--- src/rtl/tone_pkg.sv ---
// Shared tone definitions: period width common with the square-wave generator,
// detector state encoding and the saturated counter value.
package tone_pkg;
    localparam int TONE_WIDTH = 12;
    localparam int TONE_MAX   = (1 << TONE_WIDTH) - 1;

    typedef enum logic [1:0] {IDLE, ARMED, MEASURE} tone_state_e;
endpackage

--- src/rtl/tone_detector_if.sv ---
// Tone detector bus: wave/enable toward the detector, measurement and status back.
interface tone_detector_if
    import tone_pkg::*;
#(
    parameter int WIDTH = TONE_WIDTH
);
    logic             wave_in;
    logic             enable;
    logic [WIDTH-1:0] period_out;
    logic             valid;
    logic             locked;
    logic             no_tone;

    modport master (output wave_in, enable, input period_out, valid, locked, no_tone);
    modport slave  (input wave_in, enable, output period_out, valid, locked, no_tone);
endinterface

--- src/rtl/sync_edge_det.sv ---
// Synchronizes the asynchronous wave input and flags every toggle (both polarities)
// as a one-cycle pulse.
module sync_edge_det #(
    parameter int SYNC_STAGES = 2
) (
    input  logic clk,
    input  logic rst_n,
    input  logic din,
    output logic edge_p
);
    logic [SYNC_STAGES-1:0] sync_q;
    logic                   sync_d1;

    always_ff @(posedge clk or negedge rst_n) begin
        if (!rst_n) begin
            sync_q  <= '0;
            sync_d1 <= 1'b0;
        end else begin
            sync_q  <= {sync_q[SYNC_STAGES-2:0], din};
            sync_d1 <= sync_q[SYNC_STAGES-1];
        end
    end

    assign edge_p = sync_q[SYNC_STAGES-1] ^ sync_d1;
endmodule

--- src/rtl/tone_detector.sv ---
// Measures the toggle-to-toggle interval of a square wave and reports it in the
// generator's period encoding (interval minus one), with match/lock and no-tone status.
module tone_detector
    import tone_pkg::*;
#(
    parameter int WIDTH       = TONE_WIDTH,
    parameter int SYNC_STAGES = 2,
    parameter int MATCH_TOL   = 1,
    parameter int LOCK_COUNT  = 2
) (
    input logic            clk,
    input logic            rst_n,
    tone_detector_if.slave bus
);
    localparam logic [WIDTH-1:0] MAX = '1;
    localparam int               MCW = $clog2(LOCK_COUNT + 1);

    tone_state_e      state;
    logic [WIDTH-1:0] cnt, prev, diff, period_out;
    logic [MCW-1:0]   match_cnt, mc_inc;
    logic             have_prev, valid, locked, no_tone, edge_p, is_match;

    sync_edge_det #(.SYNC_STAGES(SYNC_STAGES)) u_sync (
        .clk   (clk),
        .rst_n (rst_n),
        .din   (bus.wave_in),
        .edge_p(edge_p)
    );

    // prev is meaningless until one full interval has been measured in this run
    assign diff     = (cnt >= prev) ? cnt - prev : prev - cnt;
    assign is_match = have_prev && (diff <= WIDTH'(MATCH_TOL));
    assign mc_inc   = (match_cnt == MCW'(LOCK_COUNT)) ? match_cnt : match_cnt + 1'b1;

    always_ff @(posedge clk or negedge rst_n) begin
        if (!rst_n) begin
            state      <= IDLE;
            cnt        <= '0;
            prev       <= '0;
            have_prev  <= 1'b0;
            match_cnt  <= '0;
            period_out <= '0;
            valid      <= 1'b0;
            locked     <= 1'b0;
            no_tone    <= 1'b0;
        end else begin
            valid <= 1'b0;
            if (!bus.enable) begin
                state     <= IDLE;
                cnt       <= '0;
                match_cnt <= '0;
                have_prev <= 1'b0;
                locked    <= 1'b0;
                no_tone   <= 1'b0;
            end else begin
                case (state)
                    IDLE: begin
                        state <= ARMED;
                        cnt   <= '0;
                    end
                    ARMED: begin
                        if (edge_p) begin
                            state     <= MEASURE;
                            cnt       <= '0;
                            have_prev <= 1'b0;
                            match_cnt <= '0;
                        end else if (cnt == MAX) begin
                            no_tone <= 1'b1;
                        end else begin
                            cnt <= cnt + 1'b1;
                        end
                    end
                    MEASURE: begin
                        // an edge on the saturating cycle still reports MAX
                        if (edge_p) begin
                            period_out <= cnt;
                            valid      <= 1'b1;
                            prev       <= cnt;
                            have_prev  <= 1'b1;
                            cnt        <= '0;
                            no_tone    <= 1'b0;
                            if (is_match) begin
                                match_cnt <= mc_inc;
                                if (mc_inc == MCW'(LOCK_COUNT)) locked <= 1'b1;
                            end else begin
                                match_cnt <= '0;
                                locked    <= 1'b0;
                            end
                        end else if (cnt == MAX) begin
                            state     <= ARMED;
                            no_tone   <= 1'b1;
                            locked    <= 1'b0;
                            match_cnt <= '0;
                        end else begin
                            cnt <= cnt + 1'b1;
                        end
                    end
                    default: state <= IDLE;
                endcase
            end
        end
    end

    assign bus.period_out = period_out;
    assign bus.valid      = valid;
    assign bus.locked     = locked;
    assign bus.no_tone    = no_tone;
endmodule
--- src/flat_wrapper.sv ---
// flat-port wrapper written by rule: the top's interface ports become plain ports
module tone_detector_flat import tone_pkg::*;
#(
    parameter int WIDTH       = TONE_WIDTH,
    parameter int SYNC_STAGES = 2,
    parameter int MATCH_TOL   = 1,
    parameter int LOCK_COUNT  = 2
)
  (clk, rst_n, bus_wave_in, bus_enable, bus_period_out, bus_valid, bus_locked, bus_no_tone);
  tone_detector_if #(.WIDTH(WIDTH)) bus_i ();
  input logic clk;
  input logic rst_n;
  input wire logic [$bits(bus_i.wave_in)-1:0] bus_wave_in;
  input wire logic [$bits(bus_i.enable)-1:0] bus_enable;
  output wire logic [$bits(bus_i.period_out)-1:0] bus_period_out;
  output wire logic [$bits(bus_i.valid)-1:0] bus_valid;
  output wire logic [$bits(bus_i.locked)-1:0] bus_locked;
  output wire logic [$bits(bus_i.no_tone)-1:0] bus_no_tone;
  assign bus_i.wave_in = bus_wave_in;
  assign bus_i.enable = bus_enable;
  assign bus_period_out = bus_i.period_out;
  assign bus_valid = bus_i.valid;
  assign bus_locked = bus_i.locked;
  assign bus_no_tone = bus_i.no_tone;
  tone_detector #(.WIDTH(WIDTH), .SYNC_STAGES(SYNC_STAGES), .MATCH_TOL(MATCH_TOL), .LOCK_COUNT(LOCK_COUNT)) u_core (.clk(clk), .rst_n(rst_n), .bus(bus_i));
endmodule
--- config.mk ---
export PLATFORM = sky130hd
export DESIGN_NAME = tone_detector_flat
export DESIGN_NICKNAME = d
export VERILOG_FILES = /design/src/rtl/tone_pkg.sv /design/src/rtl/tone_detector_if.sv /design/src/rtl/sync_edge_det.sv /design/src/rtl/tone_detector.sv /design/src/flat_wrapper.sv
export SDC_FILE = /design/constraint.sdc
export NUM_CORES = 1
export LEC_CHECK = 0
export CORE_MARGIN = 2
export CORE_UTILIZATION = 56
export DETAILED_ROUTE_END_ITERATION = 10
export HOLD_SLACK_MARGIN = 0.08
export PLACE_DENSITY = 0.73
export RECOVER_POWER = 50
export SLEW_MARGIN = 10
export SYNTH_ARGS = -nofsm -noshare
export SYNTH_HDL_FRONTEND = slang
export SYNTH_SLANG_ARGS = --single-unit
--- constraint.sdc ---
create_clock -name clk -period 7.5 [get_ports clk]
set_clock_uncertainty 0.2 [all_clocks]
set_input_delay 1.5 -clock clk [delete_from_list [all_inputs] [get_ports clk]]
set_output_delay 1.5 -clock clk [all_outputs]
set_load 0.05 [all_outputs]
==> impl_metrics.csv, run 1 <==
group,metric,value,unit
critical_path,crit_family,"simple AND/OR/NAND/NOR gates",
final_layout,final_common_cell,"o21ai_0",
run,cap_violations,1,
logic_synthesis,netlist_area,2860,µm²
power,ir_worst_vdd,0.000178,V
final_layout,fin_nets,386,
clock_network,clock-sinks,35,
placed_design,dpl-instance-area,3010,µm²
drt,vias,2485,
floorplan,start_util,59.3,%
logic_synthesis,avgSynthCellArea,8.38,µm²
floorplan,rows,25,
drt,detail_route.wl_per_cell,15.6,µm
logic_synthesis,synth.mux.area_fraction,2.89,%
clock_network,post_cts_resized,0,
sta,hold_viol_final,0,
critical_path,path_cells,"ha_1, nand4_1, a311oi_1, a211o_1, mux2i_1, xnor2_1, or4_4, nor4b_2, o221a_1",
critical_path,crit_arrival,3.88,ns
sta,rsz0062_at_grt,"false",
drt,wirelength,6.55,mm
placed_design,dp.cells,411,
logic_synthesis,synth_fp_nets,376,
drt,routed_via_density,5.93,
clock_network,clockBufferDepth,2,
final_layout,final_cells,419,
critical_path,cpPeakStageDelay,0.55,ns
final_layout,most-common-layout-cells,"o21ai_0 (38), inv_1 (37), dfrtp_1 (35)",
logic_synthesis,netlist_top_cells_area,"dfrtp_1 (31%), ha_1 (13%), o21ai_0 (6.7%)",
placed_design,place_hpwl,5.00,mm
drt,drt_pass1_iterations,4,
clock_network,cts_made_buffers,5,
floorplan,io-pin-count,19,
critical_path,worstPathRequired,7.52,ns
critical_path,slowest_stage,"ha_1",
logic_synthesis,synth-edff-count,0,
logic_synthesis,yosysWarnings,0,
sta,max_freq,259,MHz
sta,finalSetupViolCount,0,
final_layout,fillers,438,
logic_synthesis,ys_ff_latch,35,
critical_path,timing_worst_setup_path_type,"flop to flop",
critical_path,crit_buf_inv,0,
power,powerDensity,344,nW/µm²
final_layout,postLayoutCellArea,3090,µm²
global_route,grt_pass1_vias,2286,
clock_network,clk_latency,0.29,ns
logic_synthesis,synth_cell_types,50,
global_route,antenna_found_initial,0,
sta,max-slew-margin-rel,-28.7,%
logic_synthesis,synthArstFlopShare,100,%
global_route,grt_pass1_wl,11.0,mm
floorplan,fp.dieW,75.4,µm
placed_design,routabilityCongestion,0.883,
clock_network,h-tree-depth,2,
logic_synthesis,synth_fa_ha_area_share,14.1,%
floorplan,die_y,75.4,µm
outcome,violations,"capacitance limit, slew limit",
critical_path,cp_max_fo,13,
drt,drc_errors,0,
logic_synthesis,synth_xor_xnor_area_share,2.76,%
clock_network,clockRootBuffer,"clkbuf_8",
final_layout,n_antenna_cell,0,
clock_network,post-cts-setup-buffer-count,0,
drt,drt_iter0_markers,177,
hold_path,min_path_type,"flop to flop",
drt,antenna_left,0,
logic_synthesis,syn_inst,341,
final_layout,drive_gt1_share,5.11,%
placed_design,portBuffers,18,
floorplan,core,4820,µm²
logic_synthesis,synth_flop_cell,"dfrtp_1",
sta,fin_crit,3.86,ns
logic_synthesis,synth-simple-area-share,18.2,%
critical_path,worstSetupStartpointType,"flop",
clock_network,cts_tree,"yes",
logic_synthesis,ys_seq_area_share,30.6,%
critical_path,worst_setup_path_end_kind,"flop",
sta,tns,0,ns
final_layout,multi_input_area,1730,µm²
drt,highest_layer,"met4",
final_layout,area_delta_synth_final,8.14,%
logic_synthesis,synth_top_family_by_area,"compound AO/OA/AOI/OAI gates",
clock_network,clk_pin_slew,0.08,ns
final_layout,regArea,876,µm²
logic_synthesis,synth-compound-area-share,22.4,%
clock_network,cts_hold_buf,0,
sta,tightest_slew,1.93,ns
drt,wl_met2,3.07,mm
drt,m1WireLength,3.10,mm
power,static-leakage-power,1.42,nW
logic_synthesis,yosysTopAreaCellShare,30.6,%
global_route,grt_use_total,25.3,%
logic_synthesis,yosysTopAreaCell,"dfrtp_1",
floorplan,dieArea,5690,µm²
sta,period_share,51.4,%
global_route,grt_max_degree,36,
outcome,status,"finished with violations",
sta,slew_viol_final,36,
drt,wl_met3,313,µm
global_route,grt.overflow.total,0,
-- registers in the layout, summed over array words and instances, names as in the netlist --
register and flops:
u_core.state 2, u_core.bus.valid 1, u_core.u_sync.sync_q 2, u_core.bus.no_tone 1
u_core.u_sync.sync_d1 1, u_core.cnt 12, u_core.match_cnt 2, u_core.bus.locked 1
u_core.prev 12, u_core.have_prev 1
-- final cells by class --
class                   instances  area share [%]
clock inverters                 2           0.405
well taps                      67            2.71
repair buffers                 19            5.87
clock buffers                   6            2.35
inverters                      37            4.49
multi-input cells             253            55.8
flip-flops and latches         35            28.3
-- metal layers --
metal  global-route usage (%)  vias up
li1                         -     1221
met1                     35.6     1193
met2                     40.8       63
met3                     4.50        8
met4                     6.04        0
met5                        0        -
-- per-stage QoR --
stage | hold WS (ns) | power, mW | setup WS [ns] | util, %
floorplan | 0.131 | 0.776 | 3.92 | -
global placement | 0.137 | 0.916 | 3.69 | 62.4
detailed placement | 0.139 | 0.920 | 3.70 | 62.4
CTS | 0.163 | 1.06 | 3.67 | 64.2
global route | 0.169 | 1.14 | 3.35 | 64.2
finish | 0.157 | 1.06 | 3.64 | 64.2
-- path summary, 6_finish.rpt --
check | startpoint | to | slack [ns] | cells past startpoint
hold / removal | u_core.u_sync.sync_q[0] | u_core.u_sync.sync_q[1] | 0.16 | 0
hold reg to reg | u_core.u_sync.sync_q[0] | u_core.u_sync.sync_q[1] | 0.16 | 0
min in group asynchronous | rst_n | u_core.prev[0] | 1.54 | 1
setup / recovery | u_core.cnt[4] | u_core.bus.locked | 3.64 | 9
max in group asynchronous | rst_n | u_core.prev[8] | 4.45 | 1
setup reg to reg | u_core.cnt[4] | u_core.bus.locked | 3.64 | 9
-- cells in the mapped netlist (3+ instances only) --
| cell type | number |
|---|---|
| inv_1 | 37 |
| o211ai_1 | 3 |
| nor4_1 | 3 |
| a22o_1 | 3 |
| xnor2_1 | 6 |
| clkbuf_1 | 6 |
| nor3_1 | 5 |
| and3_1 | 7 |
| ha_1 | 29 |
| dfrtp_1 | 35 |
| a2111oi_0 | 3 |
| mux2i_1 | 6 |
| buf_6 | 5 |
| a221oi_1 | 3 |
| nand3b_1 | 3 |
| nor2_1 | 21 |
| nand2_1 | 32 |
| a211o_1 | 3 |
| xor2_1 | 3 |
| o21ai_0 | 38 |
| a21oi_1 | 20 |
| nand4_1 | 7 |
| nand3_1 | 15 |
| nor2b_1 | 4 |
| a21o_1 | 8 |
-- cells by family (layout without fill, tap and decap cells) --
group                    count (synthesis)  in the layout
AND/OR/NAND/NOR                        105            105
multiplexers                             8              8
AO/OA/AOI/OAI                          100            100
buffers and inverters                   53             64
flip-flops                              35             35
adder cells (fa/ha/maj)                 31             31
XOR/XNOR                                 9              9
-- where the power goes --
group / switching [mW] / internal, mW / leakage [nW] / total (mW)
Combinational: 0.417 / 0.241 / 0.924 / 0.658
Sequential: 0.0377 / 0.228 / 0.451 / 0.265
Clock: 0.0743 / 0.0650 / 0.0412 / 0.139
No activity file was read; power rests on OpenSTA's default activity.
==> inputs of run 2 (changes only) <==
--- a/config.mk
+++ b/config.mk
@@ -6,10 +6,10 @@
 export NUM_CORES = 1
 export LEC_CHECK = 0
 export CORE_MARGIN = 2
-export CORE_UTILIZATION = 56
+export CORE_UTILIZATION = 54
 export DETAILED_ROUTE_END_ITERATION = 10
 export HOLD_SLACK_MARGIN = 0.08
-export PLACE_DENSITY = 0.73
+export PLACE_DENSITY = 0.74
 export RECOVER_POWER = 50
 export SLEW_MARGIN = 10
 export SYNTH_ARGS = -nofsm -noshare
==> constraint.sdc (replaced) <==
create_clock -name clk -period 3.2 [get_ports clk]
set_clock_uncertainty 0.2 [all_clocks]
set_input_delay 0.64 -clock clk [delete_from_list [all_inputs] [get_ports clk]]
set_output_delay 0.64 -clock clk [all_outputs]
set_load 0.05 [all_outputs]
==> run 2 against run 1 <==
  * The flow finishes with violations (capacitance limit, slew limit, setup timing)
  * Die area is 3.5% higher
  * Clock power up 130%
  * Cell count increased by 12%
  * Highest routed layer unchanged
==> impl_metrics.csv, run 2 (same netlist as run 1, synthesis figures left out) <==
group,metric,value,unit
drt,drt_pass1_iterations,5,
drt,wirelength,7.40,mm
clock_network,clockRootBuffer,"clkbuf_8",
power,report.power.total,2.84,mW
final_layout,final_common_cell,"buf_4",
global_route,grt_use_total,26.6,%
sta,finalSetupViolCount,3,
drt,detail_route.wl_per_cell,15.7,µm
global_route,grt_pass1_vias,2555,
critical_path,worst_setup_path_end_kind,"flop",
global_route,grt_pass1_wl,12.4,mm
global_route,antenna_found_initial,0,
placed_design,place_hpwl,5.64,mm
sta,rsz0062_at_grt,"true",
sta,max-slew-margin-rel,-27.0,%
hold_path,min_path_type,"flop to flop",
sta,slew_viol_final,36,
floorplan,die_y,76.7,µm
power,powerDensity,802,nW/µm²
clock_network,clk_latency,0.29,ns
sta,tightest_slew,1.91,ns
critical_path,ff2ff_setup_slack,-0.11,ns
critical_path,timing.rr.start,"u_core.cnt[0]",
power,ir_worst_vdd,0.000412,V
floorplan,dieArea,5890,µm²
clock_network,cts_made_buffers,5,
drt,routed_via_density,5.76,
sta,tns,-0.220,ns
global_route,grt.overflow.total,0,
hold_path,hold_end,"u_core.u_sync.sync_q[1]",
floorplan,fp.dieW,76.7,µm
final_layout,postLayoutCellArea,3540,µm²
global_route,grt_max_degree,36,
placed_design,dp.cells,458,
floorplan,rows,26,
placed_design,portBuffers,18,
run,cap_violations,1,
sta,whs,0.156,ns
final_layout,area_delta_synth_final,24.0,%
final_layout,final_cells,471,
sta,fin_crit,3.31,ns
critical_path,crit_arrival,3.34,ns
sta,period_share,103,%
sta,hold_viol_final,0,
final_layout,drive_gt1_share,23.4,%
drt,antenna_left,0,
sta,max_freq,303,MHz
placed_design,routabilityCongestion,0.920,
hold_path,hp-start,"u_core.u_sync.sync_q[0]",
floorplan,io-pin-count,19,
final_layout,most-common-layout-cells,"buf_4 (49), o21ai_0 (37), inv_1 (32), nand2_1 (32), ha_1 (26)",
sta,worst_slack,-0.106,ns
final_layout,n_antenna_cell,0,
critical_path,r2r-end,"u_core.bus.locked",
clock_network,cts_hold_buf,0,
clock_network,h-tree-depth,2,
clock_network,cts_tree,"yes",
outcome,violations,"capacitance limit, slew limit, setup timing",
drt,drc_errors,0,
outcome,status,"finished with violations",
critical_path,worstSetupStartpointType,"flop",
drt,vias,2713,
final_layout,fin_nets,435,
critical_path,cp_max_fo,6,
critical_path,timing_worst_setup_path_type,"flop to flop",
critical_path,crit_path_start,"u_core.cnt[0]",
floorplan,core,5110,µm²
clock_network,clockBufferDepth,2,
critical_path,reg2regPathDepth,12,
floorplan,start_util,56.0,%
final_layout,top_regs,"u_core.cnt (12), u_core.prev (12)",
critical_path,worstPathRequired,3.24,ns
drt,drt_iter0_markers,230,
power,static-leakage-power,1.66,nW
clock_network,clk_pin_slew,0.08,ns
hold_path,worstHoldPathCells,0,
clock_network,clock-sinks,35,
placed_design,dpl-instance-area,3400,µm²
run 2: cell count changes in the layout (fill, tap and decap cells not counted), sizes merged:
cell,previous run,this run
buf,1,49
clkbuf,7,9
clkinvlp,1,0
clkdlybuf4s50,15,16
dlygate4sd3,2,1
run 2: layout make-up:
cell class	count	area, µm²
multi-input cells	253	1800
clock buffers	7	76.3
well taps	70	87.6
fillers	443	1560
flip-flops and latches	35	891
repair buffers	68	546
clock inverters	1	5.00
inverters	37	139
run 2: worst max path at each step:
stage                              endpoint
after global placement    u_core.bus.locked
after floorplan           u_core.bus.locked
after detailed placement  u_core.bus.locked
final                     u_core.bus.locked
after global routing      u_core.bus.locked
after CTS                 u_core.bus.locked
run 2: timing repair:
item,in CTS,in global routing
pin swaps,3,12
gates resized for setup,4,6
endpoints found under the setup margin,3,3
setup buffers,4,1
run 2: power by group:
| part | switching [mW] | internal [mW] |
|---|---|---|
| Combinational | 1.12 | 0.794 |
| Sequential | 0.0643 | 0.547 |
| Clock | 0.164 | 0.153 |
run 2: critical path: stages (launching register included):
cell	delay (ns)
dfrtp_1	0.41
inv_2	0.08
ha_4	0.13
inv_2	0.03
fa_2	0.36
nand3_1	0.10
a311oi_2	0.13
a211o_2	0.38
mux2i_2	0.23
xnor2_1	0.09
or4_4	0.55
nor4b_4	0.33
o221a_1	0.22
run 2: through the flow:
stage               setup WS [ns]  util, %
detailed placement         -0.130     66.7
floorplan                 -0.0231        -
global placement          -0.0208     66.7
CTS                       -0.0628     69.0
finish                     -0.106     69.4
global route               -0.248     69.4
run 2: layer usage:
metal	wire length, µm	global-route usage (%)	share of wire [%]	vias up
li1	-	-	-	1317
met1	3340	35.9	45	1282
met2	3540	43.1	48	94
met3	320	4.24	4.3	20
met4	200	9.82	2.7	0
met5	0	0	0	-
==> RTL edit 1 (flow settings as in run 1) <==
`TONE_WIDTH`: 12 -> 13.
--- a/src/rtl/tone_pkg.sv
+++ b/src/rtl/tone_pkg.sv
@@ -1,7 +1,7 @@
 // Shared tone definitions: period width common with the square-wave generator,
 // detector state encoding and the saturated counter value.
 package tone_pkg;
-    localparam int TONE_WIDTH = 12;
+    localparam int TONE_WIDTH = 13;
     localparam int TONE_MAX   = (1 << TONE_WIDTH) - 1;
 
     typedef enum logic [1:0] {IDLE, ARMED, MEASURE} tone_state_e;
Interface: changed (resized bus_period_out); port bits go from 19 to 20. The function was not compared with the original's and may differ.
==> RTL edit 1 against run 1 <==
  * The flow still finishes with violations (max-capacitance violations, max-slew violations)
  * Sequential cell count increased by 2
  * Worst setup slack improved by 600 ps
  * Utilization decreased by 1.9 points
  * Final area increased by 9.6%
  * Sequential share of layout area decreased by 1.0 points
  * Wire length increased by 11%
  * Synthesized area increased by 8.5%
  * Total power increased by 13%
  * Largest power group unchanged
  * Synthesized cell count increased by 12%
==> RTL edit 1: results (changes against run 1) <==
- Status: finished, violations left (unchanged)
- Failing checks: max-capacitance violations, max-slew violations (unchanged)
- Post-synthesis mux area share: 0.00323 (was 0.0289)
- Post-synthesis compound-gate area fraction: 0.251 (was 0.224)
- Biggest regs: u_core.cnt x13, u_core.prev x13 (was u_core.cnt x12, u_core.prev x12)
- Pleak: 1.46 nW (was 1.42 nW)
- Final RePlAce weighted congestion: 0.916 (was 0.883)
- Netlist cell types: 54 (was 50)
- Critical path's top delay family: compound AO/OA/AOI/OAI gates (was simple AND/OR/NAND/NOR gates)
- Worst rel slew slack: -0.291 (was -0.287)
- Layout cell share with drive strength beyond 1: 0.0333 (was 0.0511)
- Finished Core Util: 0.623 (was 0.642)
- Critical path data arrival time: 3270 ps (was 3880 ps)
- Detailed Place HPWL: 5690 um (was 5000 um)
- Max_cap viols: 1 (unchanged)
- Register area share after synthesis: 0.299 (was 0.306)
- Metal-1 WL: 3240 um (was 3100 um)
- WL met3: 335 um (was 313 um)
- Worst slack, placed: 4060 ps (was 3700 ps)
- Post-Synth Adder-Cell Area: 0.138 (was 0.141)
- DR iter-0 viols: 115 (was 177)
- XOR/XNOR Fraction of Synth Area: 0.0650 (was 0.0276)
- Crit-path slowest cell: or4_1 (was ha_1)
- Synth top cells by count: nand2_1, dfrtp_1, inv_1 (was o21ai_0, inv_1, dfrtp_1)
- CP Max Fanout: 12 (was 13)
- Switching part of the total: 0.506 (was 0.498)
- Met1 Resource Use GR: 0.331 (was 0.356)
- Comb pwr share: 0.652 (was 0.619)
- Dpl cells: 455 (was 411)
- Largest net degree at the start of global routing: 38 (was 36)
- Pwr/cell area: 354 mW/mm2 (was 344 mW/mm2)
- Clk pwr share: 0.113 (was 0.131)
- Routed vias: 2709 (was 2485)
- GRT Util Overall: 0.254 (was 0.253)
- Final Max Tran Viols: 38 (was 36)
- Maximum vdd ir drop: 0.185 mV (was 0.178 mV)
- DR WL met2: 3550 um (was 3070 um)
## RTL edit 1: path summary, 6_finish.rpt
| path | start | end | slack [ps] | cells past startpoint |
|---|---|---|---|---|
| max in group asynchronous | rst_n | u_core.prev[8] | 4440 | 1 |
| hold reg to reg | u_core.u_sync.sync_q[0] | u_core.u_sync.sync_q[1] | 160 | 0 |
| min in group asynchronous | rst_n | u_core.state[0] | 1550 | 1 |
| setup reg to reg | u_core.cnt[2] | u_core.match_cnt[0] | 4250 | 8 |
| hold / removal | u_core.u_sync.sync_q[0] | u_core.u_sync.sync_q[1] | 160 | 0 |
| setup / recovery | u_core.cnt[2] | u_core.match_cnt[0] | 4250 | 8 |
## RTL edit 1: layout make-up
| cell class | count | share of cell area |
|---|---|---|
| multi-input combinational | 293 | 0.583 |
| clock buffer | 7 | 0.0255 |
| inverter | 34 | 0.0377 |
| tap | 72 | 0.0266 |
| sequential | 37 | 0.273 |
| timing repair buffer | 19 | 0.0543 |
==> RTL edit 2 (settings of run 1) <==
Without the edit above. Encoding of `tone_state_e`: now one-hot (3 bits for 3 states).
--- a/src/rtl/tone_pkg.sv
+++ b/src/rtl/tone_pkg.sv
@@ -4,6 +4,6 @@
     localparam int TONE_WIDTH = 12;
     localparam int TONE_MAX   = (1 << TONE_WIDTH) - 1;
 
-    typedef enum logic [1:0] {IDLE, ARMED, MEASURE} tone_state_e;
+    typedef enum logic [2:0] {IDLE = 3'b001, ARMED = 3'b010, MEASURE = 3'b100} tone_state_e;
 endpackage
 
Behaviour: same outputs for any inputs over 10 cycles, from zero or initial values and one cycle with rst_n low; not proved beyond that.
==> RTL edit 2 against run 1 <==
  * Non-clock buffer count decreased by 1
  * The flow still finishes with violations (max-capacitance violations, max-slew violations)
  * Sequential cell count increased by 1
  * Wire length grew 5.1%
  * Final area rose by 3.8%
  * Synthesized area increased by 2.7%
  * First-iteration DRC count rose by 4.5%
  * Worst setup slack improved by 470 ps
  * Die area grew 2.6%
  * Maximum frequency up 14%
  * Critical path type unchanged
  * Sequential share of layout area fell by 0.21 points
  * Highest routed layer unchanged
Power is not compared: it rests on default switching activity, and its combinational part moved more than twofold at a synthesized area within 25%.
==> RTL edit 2: results (changes against run 1) <==
- Failing checks: max-capacitance violations, max-slew violations (unchanged)
- Netlist cell types: 62 (was 50)
- Drt wl/cell: 15.7 um (was 15.6 um)
- Detailed Place HPWL: 5280 um (was 5000 um)
- Nets@finish: 399 (was 386)
- Layout cell share with drive strength beyond 1: 0.0569 (was 0.0511)
- Slew @ Worst Pin: 1920 ps (was 1930 ps)
- Synth Instances: 355 (was 341)
- Dpl cells: 431 (was 411)
- Max_cap viols: 1 (unchanged)
- Largest net degree at the start of global routing: 37 (was 36)
- Reg2Reg Launch Point: u_core.cnt[0] (was u_core.cnt[4])
- Worst slack, placed: 3870 ps (was 3700 ps)
- Final WL: 6880 um (was 6550 um)
- Final Max Tran Viols: 37 (was 36)
- Syn_nets: 386 (was 376)
- Status: finished, violations left (unchanged)
- Via/cell ratio: 5.86 (was 5.93)
- Biggest regs: u_core.cnt x12, u_core.prev x12, u_core.state x3 (was u_core.cnt x12, u_core.prev x12)
- Global-route wire length before repair: 11900 um (was 11000 um)
- Synth top cells by count: inv_1, dfrtp_1, nor2_1 (was o21ai_0, inv_1, dfrtp_1)
- Critical path data arrival time: 3390 ps (was 3880 ps)
- Final RePlAce weighted congestion: 0.919 (was 0.883)
- GRT Util Overall: 0.252 (was 0.253)
- DR iter-0 viols: 185 (was 177)
- R2R depth: 12 (was 9)
- Synth top area cells: dfrtp_1, ha_1, o21ai_0, inv_1, a21oi_1 (was dfrtp_1, ha_1, o21ai_0, inv_1, nand2_1)
- Filler cells: 467 (was 438)
- Dpl cell area: 0.00312 mm2 (was 0.00301 mm2)
## RTL edit 2: cell types whose count changed in the layout (fill, tap and decap cells not counted), moves of 6 or more
cell,run 1,this run
nor3_1,5,11
nand2b_1,0,8
o21ai_0,38,28
and3_1,7,0
xnor2_1,6,12
a21oi_1,20,26
nor2_1,21,32
a21o_1,8,2
## RTL edit 2: worst max-delay path: stages (launching register included)
cell	delay, ps
dfrtp_1	410
inv_1	110
ha_1	180
inv_1	60
fa_1	420
a21o_2	250
a21oi_2	200
o31ai_2	170
nor2_1	380
nor3b_1	130
a2111oi_2	370
nand4_1	230
o21ai_1	200
## RTL edit 2: per-layer routing
| layer | GRT usage | up-vias | wire length [um] |
|---|---|---|---|
| met5 | 0 | - | 0 |
| met2 | 0.404 | 78 | 3130 |
| met1 | 0.357 | 1199 | 3330 |
| met4 | 0.0709 | 0 | 80 |
| li1 | - | 1286 | - |
| met3 | 0.0367 | 8 | 346 |
## RTL edit 2: area by class of cell
class,instances,area [um2],area share
inverter,36,135,0.0421
clock buffer,6,82.6,0.0258
clock inverter,2,10.0,0.00312
multi-input combinational,271,1820,0.566
sequential,36,902,0.281
timing repair buffer,18,174,0.0542
tap,70,87.6,0.0273
## RTL edit 2: logic make-up (layout without fill, tap and decap cells)
group	count (synthesis)	in the layout	share of synthesized area
compound gates	100	100	0.224
xor+xnor	15	15	0.0473
fa+ha+maj	27	27	0.120
buf+inv	48	62	0.0742
flops	36	36	0.307
mux	3	3	0.0107
simple gates	126	126	0.216
## RTL edit 2: where the power goes
part | internal (mW) | switching [mW]
logic | 0.0129 | 0.0234
clock network | 0.0732 | 0.0681
registers | 0.198 | 0.00643
total | 0.284 | 0.0979
